`src/rtl/tone_detector.sv`:
```
// Measures the period between rising edges of an asynchronous tone input and
// classifies it into one of eight melody notes, reporting a note once it is stable.
module tone_detector #(
  parameter int DIV_C      = 45977,
  parameter int DIV_D      = 40955,
  parameter int DIV_E      = 36474,
  parameter int DIV_F      = 34383,
  parameter int DIV_G      = 30612,
  parameter int DIV_A      = 27272,
  parameter int DIV_AS     = 25751,
  parameter int DIV_C5     = 22944,
  parameter int TOL_SHIFT  = 6,
  parameter int STABLE_CNT = 3,
  parameter int TIMEOUT    = 91954,
  parameter int CNT_W      = 17
) (
  input  logic             clk,
  input  logic             rst_n,
  input  logic             tone_in,
  output logic [3:0]       note_code,
  output logic             note_valid,
  output logic             note_strobe,
  output logic [CNT_W-1:0] period_out
);

  localparam int MW = $clog2(STABLE_CNT + 1);
  localparam int NOM [8] = '{DIV_C, DIV_D, DIV_E, DIV_F, DIV_G, DIV_A, DIV_AS, DIV_C5};
  localparam logic [CNT_W-1:0] CNT_ONE  = CNT_W'(1);
  localparam logic [CNT_W-1:0] CNT_MAX  = {CNT_W{1'b1}};
  localparam logic [CNT_W-1:0] TOUT_VAL = CNT_W'(TIMEOUT);
  localparam logic [MW-1:0]    MATCH_ONE = MW'(1);
  localparam logic [MW-1:0]    MATCH_TOP = MW'(STABLE_CNT);

  typedef enum logic {IDLE, MEASURE} state_t;

  state_t           r_state, w_state_nxt;
  logic             r_sync1, r_sync2, r_prev, r_edge;
  logic [CNT_W-1:0] r_cnt, w_period;
  logic [3:0]       r_prev_class, w_prev_class_nxt, w_class;
  logic [MW-1:0]    r_match, w_match_nxt;
  logic [3:0]       r_code, w_code_nxt;
  logic             r_valid, w_valid_nxt, r_strobe, w_strobe_nxt;
  logic [CNT_W-1:0] r_period, w_period_nxt;
  logic             w_timeout;

  // Class 0 means UNKNOWN; scanning downward lets the lowest matching note win.
  function automatic logic [3:0] classify(input logic [CNT_W-1:0] p);
    logic [3:0] c;
    int         pv;
    c  = 4'd0;
    pv = int'(p);
    for (int i = 7; i >= 0; i--) begin
      if (pv >= NOM[i] - (NOM[i] >> TOL_SHIFT) && pv <= NOM[i] + (NOM[i] >> TOL_SHIFT)) begin
        c = 4'(i + 1);
      end else begin
        c = c;
      end
    end
    return c;
  endfunction

  assign w_period  = (r_cnt == CNT_MAX) ? r_cnt : r_cnt + CNT_ONE;
  assign w_class   = classify(w_period);
  assign w_timeout = (r_state == MEASURE) && !r_edge && (w_period >= TOUT_VAL);

  always_ff @(posedge clk or negedge rst_n) begin
    if (!rst_n) begin
      r_sync1 <= 1'b0;
      r_sync2 <= 1'b0;
      r_prev  <= 1'b0;
      r_edge  <= 1'b0;
      r_cnt   <= '0;
    end else begin
      r_sync1 <= tone_in;
      r_sync2 <= r_sync1;
      r_prev  <= r_sync2;
      r_edge  <= r_sync2 & ~r_prev;
      if (r_edge) begin
        r_cnt <= '0;
      end else if (r_cnt != CNT_MAX) begin
        r_cnt <= r_cnt + CNT_ONE;
      end else begin
        r_cnt <= r_cnt;
      end
    end
  end

  always_ff @(posedge clk or negedge rst_n) begin
    if (!rst_n) begin
      r_state      <= IDLE;
      r_prev_class <= 4'd0;
      r_match      <= '0;
      r_code       <= 4'd0;
      r_valid      <= 1'b0;
      r_strobe     <= 1'b0;
      r_period     <= '0;
    end else begin
      r_state      <= w_state_nxt;
      r_prev_class <= w_prev_class_nxt;
      r_match      <= w_match_nxt;
      r_code       <= w_code_nxt;
      r_valid      <= w_valid_nxt;
      r_strobe     <= w_strobe_nxt;
      r_period     <= w_period_nxt;
    end
  end

  // An edge coinciding with the timeout threshold is served as an edge.
  always_comb begin
    w_state_nxt      = r_state;
    w_prev_class_nxt = r_prev_class;
    w_match_nxt      = r_match;
    w_code_nxt       = r_code;
    w_valid_nxt      = r_valid;
    w_strobe_nxt     = 1'b0;
    w_period_nxt     = r_period;
    case (r_state)
      IDLE: begin
        if (r_edge) begin
          w_state_nxt      = MEASURE;
          w_prev_class_nxt = 4'd0;
          w_match_nxt      = '0;
        end else begin
          w_state_nxt = IDLE;
        end
      end
      MEASURE: begin
        if (r_edge) begin
          w_period_nxt     = w_period;
          w_prev_class_nxt = w_class;
          if (w_class == 4'd0) begin
            w_match_nxt = '0;
          end else if (w_class == r_prev_class) begin
            w_match_nxt = (r_match < MATCH_TOP) ? r_match + MATCH_ONE : r_match;
          end else begin
            w_match_nxt = MATCH_ONE;
          end
          if (w_class != 4'd0 && w_match_nxt == MATCH_TOP && w_class != r_code) begin
            w_code_nxt   = w_class;
            w_valid_nxt  = 1'b1;
            w_strobe_nxt = 1'b1;
          end else begin
            w_code_nxt = r_code;
          end
        end else if (w_timeout) begin
          w_state_nxt      = IDLE;
          w_match_nxt      = '0;
          w_prev_class_nxt = 4'd0;
          if (r_code != 4'd0) begin
            w_code_nxt   = 4'd0;
            w_valid_nxt  = 1'b0;
            w_strobe_nxt = 1'b1;
          end else begin
            w_code_nxt = r_code;
          end
        end else begin
          w_state_nxt = MEASURE;
        end
      end
      default: w_state_nxt = IDLE;
    endcase
  end

  assign note_code   = r_code;
  assign note_valid  = r_valid;
  assign note_strobe = r_strobe;
  assign period_out  = r_period;

endmodule

```
`config.mk`:
```
export PLATFORM = sky130hd
export DESIGN_NAME = tone_detector
export DESIGN_NICKNAME = d
export VERILOG_FILES = /design/src/rtl/tone_detector.sv
export SDC_FILE = /design/constraint.sdc
export NUM_CORES = 1
export LEC_CHECK = 0
export BUFFER_PORTS_ARGS = -buffer_cell sky130_fd_sc_hd__buf_2
export CORE_ASPECT_RATIO = 0.8
export CORE_MARGIN = 10
export CORE_UTILIZATION = 54
export CTS_BUF_LIST = sky130_fd_sc_hd__clkbuf_16
export CTS_CLUSTER_DIAMETER = 120
export DETAILED_ROUTE_END_ITERATION = 12
export GPL_TIMING_DRIVEN = 0
export PLACE_DENSITY = 0.75
export SLEW_MARGIN = 5
export SYNTH_ARGS = -nofsm -noshare
export SYNTH_HDL_FRONTEND = slang
export SYNTH_SLANG_ARGS = --single-unit
```
`constraint.sdc`:
```
create_clock -name clk -period 4 [get_ports clk]
set_input_delay 0.4 -clock clk [delete_from_list [all_inputs] [get_ports clk]]
set_output_delay 0.4 -clock clk [all_outputs]
set_load 0.01 [all_outputs]
```
; ---- After elaboration in Yosys (flattened, before gate mapping)
; Index checks and enable logic that the tools add are counted.
[word_totals]
register_bits = 51
in_bits = 3
word_cells = 106
out_inout_bits = 23
[classes]
bitwise_logic = 3
n_eq_ne = 8
reduce_logical = 22
addsub = 2
mux = 41
n_lt_le_gt_ge = 18
[op_table]
columns = operator, n
row1 = $ge A17 B15 Y1 const B, 4
row2 = $ge A17 B16 Y1 const B, 4
row3 = $le A17 B15 Y1 const B, 4
row4 = $le A17 B16 Y1 const B, 4
row5 = $mux W4, 15
row6 = $mux W17, 3
row7 = $add A17 B1 Y17 const B, 1
row8 = $eq A17 B17 Y1 const B, 1
row9 = $ge A17 B17 Y1 const B, 1
row10 = $ne A17 B17 Y1 const B, 1
row11 = $mux W2, 8
row12 = $logic_and A1 B1 Y1, 12
row13 = $mux W1, 12
row14 = $pmux W4 S2, 1
row15 = $reduce_bool A4 Y1, 2
row16 = $reduce_bool A2 Y1, 3
row17 = $eq A4 B4 Y1, 1
row18 = $logic_not A4 Y1, 1
row19 = $ne A4 B4 Y1, 1
row20 = $pmux W2 S2, 1
row21 = $reduce_and A2 Y1, 2
row22 = $reduce_and A4 Y1, 1
row23 = $ne A3 B1 Y1 const B, 1
row24 = $add A2 B1 Y2 const B, 1
row25 = other kinds (8), 9

; ---- Longest topological paths before layout
; Gate-level depths: netlist (run 1).
[depth]
ltp_word = 23
depth_mapped = 19
ltp_nobuf = 16

; ---- Worst setup path before layout (run 1)
; No wires, ideal clock.
[synth_path]
path_kind = register to register
start = reg r_cnt[0]
end = reg r_code[3] (netlist: note_code[3])
period_less_slack_ns = 4.321
t_required_ns = 3.874
path_stages_with_launch = 18
arrival_ns = 4.195
slack_ns = -0.321
path_cell_list = dfrtp_1 -> ha_1 -> buf_2 -> and2_1 -> nand4_1 -> inv_1 -> ha_1 -> nand4b_2 -> nor4_2 -> xnor2_1 -> or4_4 -> nand2b_1 -> a311o_1 -> and4_4 -> xnor2_2 -> nor4_2 -> a31oi_1 -> a221o_1
[synth_between]
elab_chain_len = 22
elab_cells_between_ends = 53
cone_classes = 1 x add/sub / 17 x order compare / 5 x eq/ne / 15 x mux / 15 x reduce/logical
[synth_rtl]
columns = item, line_no
row1 = start: declaration, 38  ; logic [CNT_W-1:0] r_cnt, w_period;
row2 = start signal: assignment, 81  ; r_cnt <= r_cnt + CNT_ONE;
row3 = start signal: assignment, 83  ; r_cnt <= r_cnt;
row4 = $add A17 B1 Y17 or $eq A17 B17 Y1 (tied branches), 62  ; assign w_period = (r_cnt == CNT_MAX) ? r_cnt : r_cnt + CNT_ONE;
row5 = $mux W17 *, 62
row6 = $ge A17 B15 Y1 or $le A17 B15 Y1 (tied branches), 53  ; if (pv >= NOM[i] - (NOM[i] >> TOL_SHIFT) && pv <= NOM[i] + (NOM[i] >> TOL_SHIFT)) begin
row7 = $logic_and A1 B1 Y1, 53
row8 = $mux W4 (8 in series), 53
row9 = $eq A4 B4 Y1, 133  ; end else if (w_class == r_prev_class) begin
row10 = $mux W2, 133
row11 = $mux W2, 131  ; if (w_class == 4'd0) begin
row12 = $mux W2, 128  ; if (r_edge) begin
row13 = $mux W2, 117  ; case (r_state)
row14 = $eq A2 B2 Y1, 138  ; if (w_class != 4'd0 && w_match_nxt == MATCH_TOP && w_class != r_code) begin
row15 = $logic_and A1 B1 Y1 (2 in series), 138
row16 = $ne A2 B1 Y1 (no source line), --
row17 = $reduce_and A4 Y1 (no source line), --
row18 = end signal: assignment, 101  ; r_code <= w_code_nxt;
row19 = end: declaration, 41  ; logic [3:0] r_code, w_code_nxt;
; Mark *: on every way between the ends. The rest lies on a longest branch, timed or not. The select of a mux whose other input is x is not followed.
; A chain may end at the register's enable or synchronous reset.

; ---- Final worst setup path (run 1)
; Same ends and word-level chain as after synthesis.

==> results.cfg, run 1 <==
[logic_synthesis]
synthArstFlopShare_pct = 100
synthFlopType = dfrtp_1
syn_area_per_cell_um2 = 8.65
syn_nets = 484
synth_cell_type_count = 89
synthesis.area_um2 = 4130
synth_cells = 478
yosysWarnings = 0
ys_ff_latch = 51
ys_seq_area_share_pct = 30.9
synth-edff-count = 0

[global_routing]
grt_pass1_vias = 4043
grt_overflow = 0
grt_antenna_before_repair = 0
gr-usage-all-layers_pct = 23.1
grt_pass1_wl_mm = 22.1
grt_max_degree = 52

[critical_path]
end_kind = flop
crit_required_ps = 4170
r2r_start = r_cnt[0]$_DFFE_PN0P_
worstSetupStartpointType = flop
crit_path_max_fanout = 10
critPathKind = reg -> reg
r2r_end = note_code[3]$_DFFE_PN0P_
arrival_ps = 4550
r2r_setup_slack_ps = -370
worstRegToRegCells = 19

[clock_network]
ctsHtreeMaxLevel = 2
clk_path_buf_depth = 2
cts_buffers = 5
root_buffer = clkbuf_16
clk_latency_ps = 290
cts_tree = done
hold_buffers = 0
path_clk_slew_ps = 60
cts_sinks = 51

[hold_path]
hold_path_class = in -> reg
min_to = r_sync1$_DFF_PN0_
min_from = tone_in
holdPathStages = 1

[sta]
hold_slack_ps = 213
max_slew_margin_pct = 26.9
slew_violations = 0
fmax_mhz = 229
min_period_ps = 4370
setup_viol = 8
hold_violations = 0
finalClockSkew_ps = 9.74
fin_crit_sh_pct = 109
setup_ws_ps = -373
tightest_slew_ps = 1100
rsz0062_at_grt = true

[power_and_ir_drop]
p_leak_uw = 0.00241
ir_worst_vdd_v = 0.000328
power.density_nw_per_um2 = 318

[floorplan]
die_width_um = 118
start_util_pct = 55.7
rows = 28
die_area_um2 = 11600
core_area_um2 = 7430
io_pins = 26
die_h_um = 98.3

[detailed_routing]
viasPerCell = 6.53
drtIter0Drc = 592
wl_per_cell_um = 21.4
vias = 4347
drtPass1Iterations = 5
ant_nets = 0
drt_wl_total_mm = 14.3
drc = 0

[final_layout]
final-instance-count-excl-fill = 666
mostFrequentLayoutCells = nand2_1 (52), buf_4 (48), nor2_1 (42)
drive_gt1_share_pct = 35.3
antenna_cells = 0
final_common_cell = nand2_1
nets = 566
finalCoreUtilization_pct = 74.1
area_growth_pct = 33.1

[place]
gp_congestion = 1.00
placedCellCount = 608
dp_hpwl_mm = 9.69
portBuffers = 25

[run_status]
violations = setup timing
status = finished with violations

[run]
maxCapViolations = 0
how the worst max path moves through the flow:
stage                    startpoint                  endpoint  slack [ps]  cells past startpoint
2_1_floorplan  r_cnt[0]$_DFFE_PN0P_    note_valid$_DFFE_PN0P_          -9                     17
4_1_cts        r_cnt[0]$_DFFE_PN0P_    note_valid$_DFFE_PN0P_        -300                     16
3_5_place_dp   r_cnt[5]$_DFFE_PN0P_  note_code[3]$_DFFE_PN0P_        -910                     18
3_3_place_gp   r_cnt[5]$_DFFE_PN0P_    note_valid$_DFFE_PN0P_        -890                     18
5_1_grt        r_cnt[0]$_DFFE_PN0P_  note_code[3]$_DFFE_PN0P_        -480                     19
6_report       r_cnt[0]$_DFFE_PN0P_  note_code[3]$_DFFE_PN0P_        -370                     19
sequential cells by signal, summed over array words and instances, names as in the netlist:
signal / count
note_valid: 1
r_prev: 1
note_strobe: 1
note_code: 4
r_cnt: 17
r_sync2: 1
r_prev_class: 4
r_sync1: 1
r_edge: 1
period_out: 17
r_match: 2
r_state: 1
routing by layer:
| metal | vias to the layer above | GRT usage, % | routed length, um |
|---|---|---|---|
| met4 | 0 | 7.50 | 461 |
| met5 | - | 0 | 0 |
| met3 | 50 | 5.81 | 1450 |
| met1 | 2098 | 31.6 | 6200 |
| met2 | 258 | 34.8 | 6150 |
| li1 | 1941 | - | - |
area by class of cell:
cell class	instances	area, um2
Fill cell	570	1930
Sequential cell	51	1290
Multi-Input combinational cell	384	3090
Tap cell	105	131
Timing Repair Buffer	78	578
Clock buffer	5	125
Clock inverter	3	43.8
Buffer	32	218
Inverter	8	30.0
logic make-up after synthesis:
family	after synthesis	synth area share [%]
multiplexers	4	0.999
buffers and inverters	43	5.08
flip-flops	51	30.9
XOR/XNOR	31	7.84
AO/OA/AOI/OAI	131	23.5
AND/OR/NAND/NOR	215	30.8
adder cells (fa/ha/maj)	3	0.908
stage by stage:
step / power (uW) / instance area [um2] / TNS, ps / setup slack, ps
after floorplan: 975 / 4240 / -12.7 / -9.08
after global placement: 1120 / 4490 / -7340 / -887
after detailed placement: 1120 / 4490 / -7700 / -912
after CTS: 1690 / 5250 / -1570 / -301
after global routing: 1830 / 5500 / -3100 / -476
final: 1750 / 5500 / -2290 / -373
report_power, final:
part           switching [uW]  total, uW  internal, uW
clock network             189        484           295
logic                     431        687           256
registers                27.9        579           551
total                     648       1750          1100
synthesized netlist by cell type (all sizes together), types with 3 or more instances:
library cell  number  share of area [%]
a211oi             6                1.2
a21o               7                1.3
a21oi             17                2.1
a311o              4               0.97
a31oi              6                1.3
and2              11                1.7
and3               5               0.76
buf               21                3.1
clkbuf            14                1.3
dfrtp             51                 31
ha                 3               0.91
inv                8               0.73
mux2i              3               0.73
nand2             53                4.9
nand2b            10                1.5
nand3             14                2.2
nand3b             3               0.85
nand4             21                3.5
nand4b             4                1.4
nor2              44                4.0
nor2b              7                1.1
nor3              10                1.5
nor3b              3               0.54
nor4              11                3.1
nor4b              3               0.79
o2111ai            3               0.64
o211ai            11                2.0
o21a               3               0.54
o21ai             31                3.8
o22ai              3               0.45
o311ai             3               0.64
o31ai              6                1.4
or2                3               0.45
or3                5               0.76
xnor2             20                5.1
xor2              11                2.7
worst max-delay path, cell delays in order (launching register included):
cell,delay (ps)
dfrtp_2,430
ha_4,170
and2_4,140
nand4_1,190
inv_2,80
ha_4,190
nand3b_4,250
clkbuf_4,260
or3_1,340
a21oi_1,290
o32ai_2,150
a211oi_2,310
o31ai_4,160
and4_4,210
xnor2_4,140
buf_4,140
nor4_4,280
buf_6,170
a31oi_1,70
a221o_1,260
what timing repair did:
action                                  in CTS  in global routing
pin swaps                                   35                 10
cloned                                       1                  1
buffers inserted                            34                 17
endpoints found under the setup margin      12                 12
gates resized for setup                     66                 26
No activity file was read; power rests on OpenSTA's default activity.
==> run 2, diff against run 1 <==
ABC_AREA = 1   (was default)
PLACE_DENSITY = 0.76   (was 0.75)
==> run 2 against run 1 <==
Net effect: the run now ends clean; clock power down 10%; area after synthesis down 14%; synthesized cell count up 16%; final cell count up 6.2%; sequential power up 1%; global-route usage down 3.4 points; cell area down 14%; critical path type unchanged.
==> results.cfg, run 2 <==
[final_layout]
seqCellArea_um2 = 1280
drive_gt1_share_pct = 31.9
multi_input_area_um2 = 2480
final_common_cell = nand2_1
final-instance-count-excl-fill = 707
antenna_cells = 0
area_growth_pct = 32.6
mostFrequentLayoutCells = nand2_1 (139), nor2_1 (63), inv_1 (52)
nets = 628
num-fill-cells = 493

[critical_path]
crit_required_ps = 4200
critPathKind = reg -> reg
worstSetupStartpointType = flop
crit_path_max_fanout = 9
arrival_ps = 4080
end_kind = flop

[place]
portBuffers = 25
placedCellCount = 665
gp_congestion = 0.957
dp_hpwl_mm = 7.75

[sta]
slew_violations = 0
max_slew_margin_pct = 24.0
fmax_mhz = 257
setup_viol = 0
hold_violations = 0
tightest_slew_ps = 1140
finalClockSkew_ps = 5.40
min_period_ps = 3890
rsz0062_at_grt = true
fin_crit_sh_pct = 97.2
setup_tns_ps = 0

[logic_synthesis]
synth_most_common_cell = nand2_1
syn_nets = 562
synthMuxAreaShare_pct = 0
synth_top_area_share_pct = 36.0
yosysTopAreaCell = dfrtp_1
synthArstFlopShare_pct = 100
ys_ff_latch = 51
synth_common_cells = nand2_1 (178), nor2_1 (85), inv_1 (57)
ys_seq_area_share_pct = 36.0
synth_cell_type_count = 26
synthTopCellsByArea = dfrtp_1 (36%), nand2_1 (19%), nor2_1 (9.0%)
yosysWarnings = 0
synth_xor_area_share_pct = 0.740
synth_compound_area_share_pct = 6.87
syn_area_per_cell_um2 = 6.38
synth_cells = 556
yosys.area_share.simple_pct = 47.1
synthesis.area_um2 = 3550
synthFlopType = dfrtp_1
synth_top_family_by_area = simple AND/OR/NAND/NOR gates
synth-edff-count = 0
synthAdderAreaFrac_pct = 1.06

[floorplan]
start_util_pct = 55.7
rows = 26
io_pins = 26
core_area_um2 = 6380
die_h_um = 92.5
die_width_um = 111
die_area_um2 = 10200

[clock_network]
cts_tree = done
root_buffer = clkbuf_16
path_clk_slew_ps = 70
cts_sinks = 51
clk_path_buf_depth = 2
ctsHtreeMaxLevel = 2
clk_latency_ps = 300
cts_buffers = 5

[detailed_routing]
drtPass1Iterations = 5
drtIter0Drc = 410
viasPerCell = 5.64
drc = 0
wl_per_cell_um = 15.9
ant_nets = 0
drt_wl_total_mm = 11.3
vias = 3991

[power_and_ir_drop]
ir_worst_vdd_v = 0.000266
power.density_nw_per_um2 = 306
p_leak_uw = 0.00238

[global_routing]
grt_pass1_vias = 3431
gr-usage-all-layers_pct = 19.7
grt_pass1_wl_mm = 17.0
grt_overflow = 0
grt_max_degree = 52
grt_antenna_before_repair = 0

[run]
maxCapViolations = 0

[run_status]
status = completed

[hold_path]
hold_path_class = in -> reg
## run 2: changes by cell type in the layout (fill, tap and decap cells not counted), sizes merged, moves of 18 or more
cell,previous run,this run
nor2,44,99
inv,8,67
buf,93,60
nand3,14,57
xnor2,20,2
nand2,53,195
## run 2: worst paths after layout
path | endpoint | slack [ps] | depth (start not counted) | startpoint
max in group asynchronous | r_cnt[0]$_DFFE_PN0P_ | 2900 | 1 | rst_n
min in group asynchronous | r_cnt[16]$_DFFE_PN0P_ | 330 | 1 | rst_n
worst max-delay path | note_strobe$_DFF_PN0_ | 110 | 26 | r_cnt[0]$_DFFE_PN0P_
worst min register to register | r_sync2$_DFF_PN0_ | 350 | 0 | r_sync1$_DFF_PN0_
worst min-delay path | r_sync1$_DFF_PN0_ | 200 | 1 | tone_in
worst max register to register | note_strobe$_DFF_PN0_ | 110 | 26 | r_cnt[0]$_DFFE_PN0P_
## run 2: routing by layer
metal	share of wire, %	global-route usage (%)	vias to the layer above
li1	-	-	1906
met1	44	29.0	1870
met2	45	29.1	199
met3	9.9	3.68	16
met4	0.87	4.22	0
met5	0	0	-
## run 2: cell families (layout without fill, tap and decap cells)
logic type / count (synthesis) / count (layout)
buffers and inverters: 75 / 141
adders and majority gates: 3 / 3
DFF: 51 / 51
and+or+nand+nor: 377 / 378
xor gates and xnor gates: 3 / 3
AOI/OAI and AO/OA: 47 / 47
## run 2: power by group
group / switching [uW] / leakage, uW / internal [uW]
logic: 273 / 0.00162 / 143
registers: 40.4 / 0.000688 / 546
clock network: 201 / 0.0000664 / 234
## run 2: area by class of cell
type                            count  share of cell area (%)
Buffer                              8                   0.957
Clock buffer                        5                    2.66
Clock inverter                      3                   0.505
Inverter                           67                    5.72
Multi-Input combinational cell    431                    52.8
Sequential cell                    51                    27.1
Tap cell                           84                    2.23
Timing Repair Buffer               58                    8.00
## run 2: through the flow
step                      instance area [um2]  util [%]  setup slack, ps  power, uW  hold WS [ps]
after global placement                   3780      59.3             -162        857           344
after CTS                                3980      62.4             1.48       1300           209
after floorplan                          3550         -              632        770           104
after detailed placement                 3780      59.3             -257        863           340
after global routing                     4710      73.8             -169       1510           206
final                                    4710      73.8              113       1440           205
## run 2: worst max-delay path, stage by stage, from the launching register on
cell	delay, ps
dfrtp_2	460
ha_4	210
nand2_4	90
nor3_4	50
nand4_1	120
inv_2	60
ha_4	200
nor2_2	150
nand2_1	120
nor2_1	140
nand4_1	230
nand2_4	200
clkinv_4	120
nor2_4	140
nand4_1	130
nor2_2	200
nand3_4	150
buf_4	200
xnor2_2	130
nand3b_1	160
nor2_1	100
nor2_1	40
nand2_1	60
nand2_1	60
nand2_2	120
buf_4	120
inv_1	30
## run 2: timing repair
action,4_1_cts,5_1_grt
endpoints found under the setup margin,7,8
setup buffers,2,31
pin swaps,2,50
resized for setup,10,135
hold buffers,0,0
gates cloned,0,1
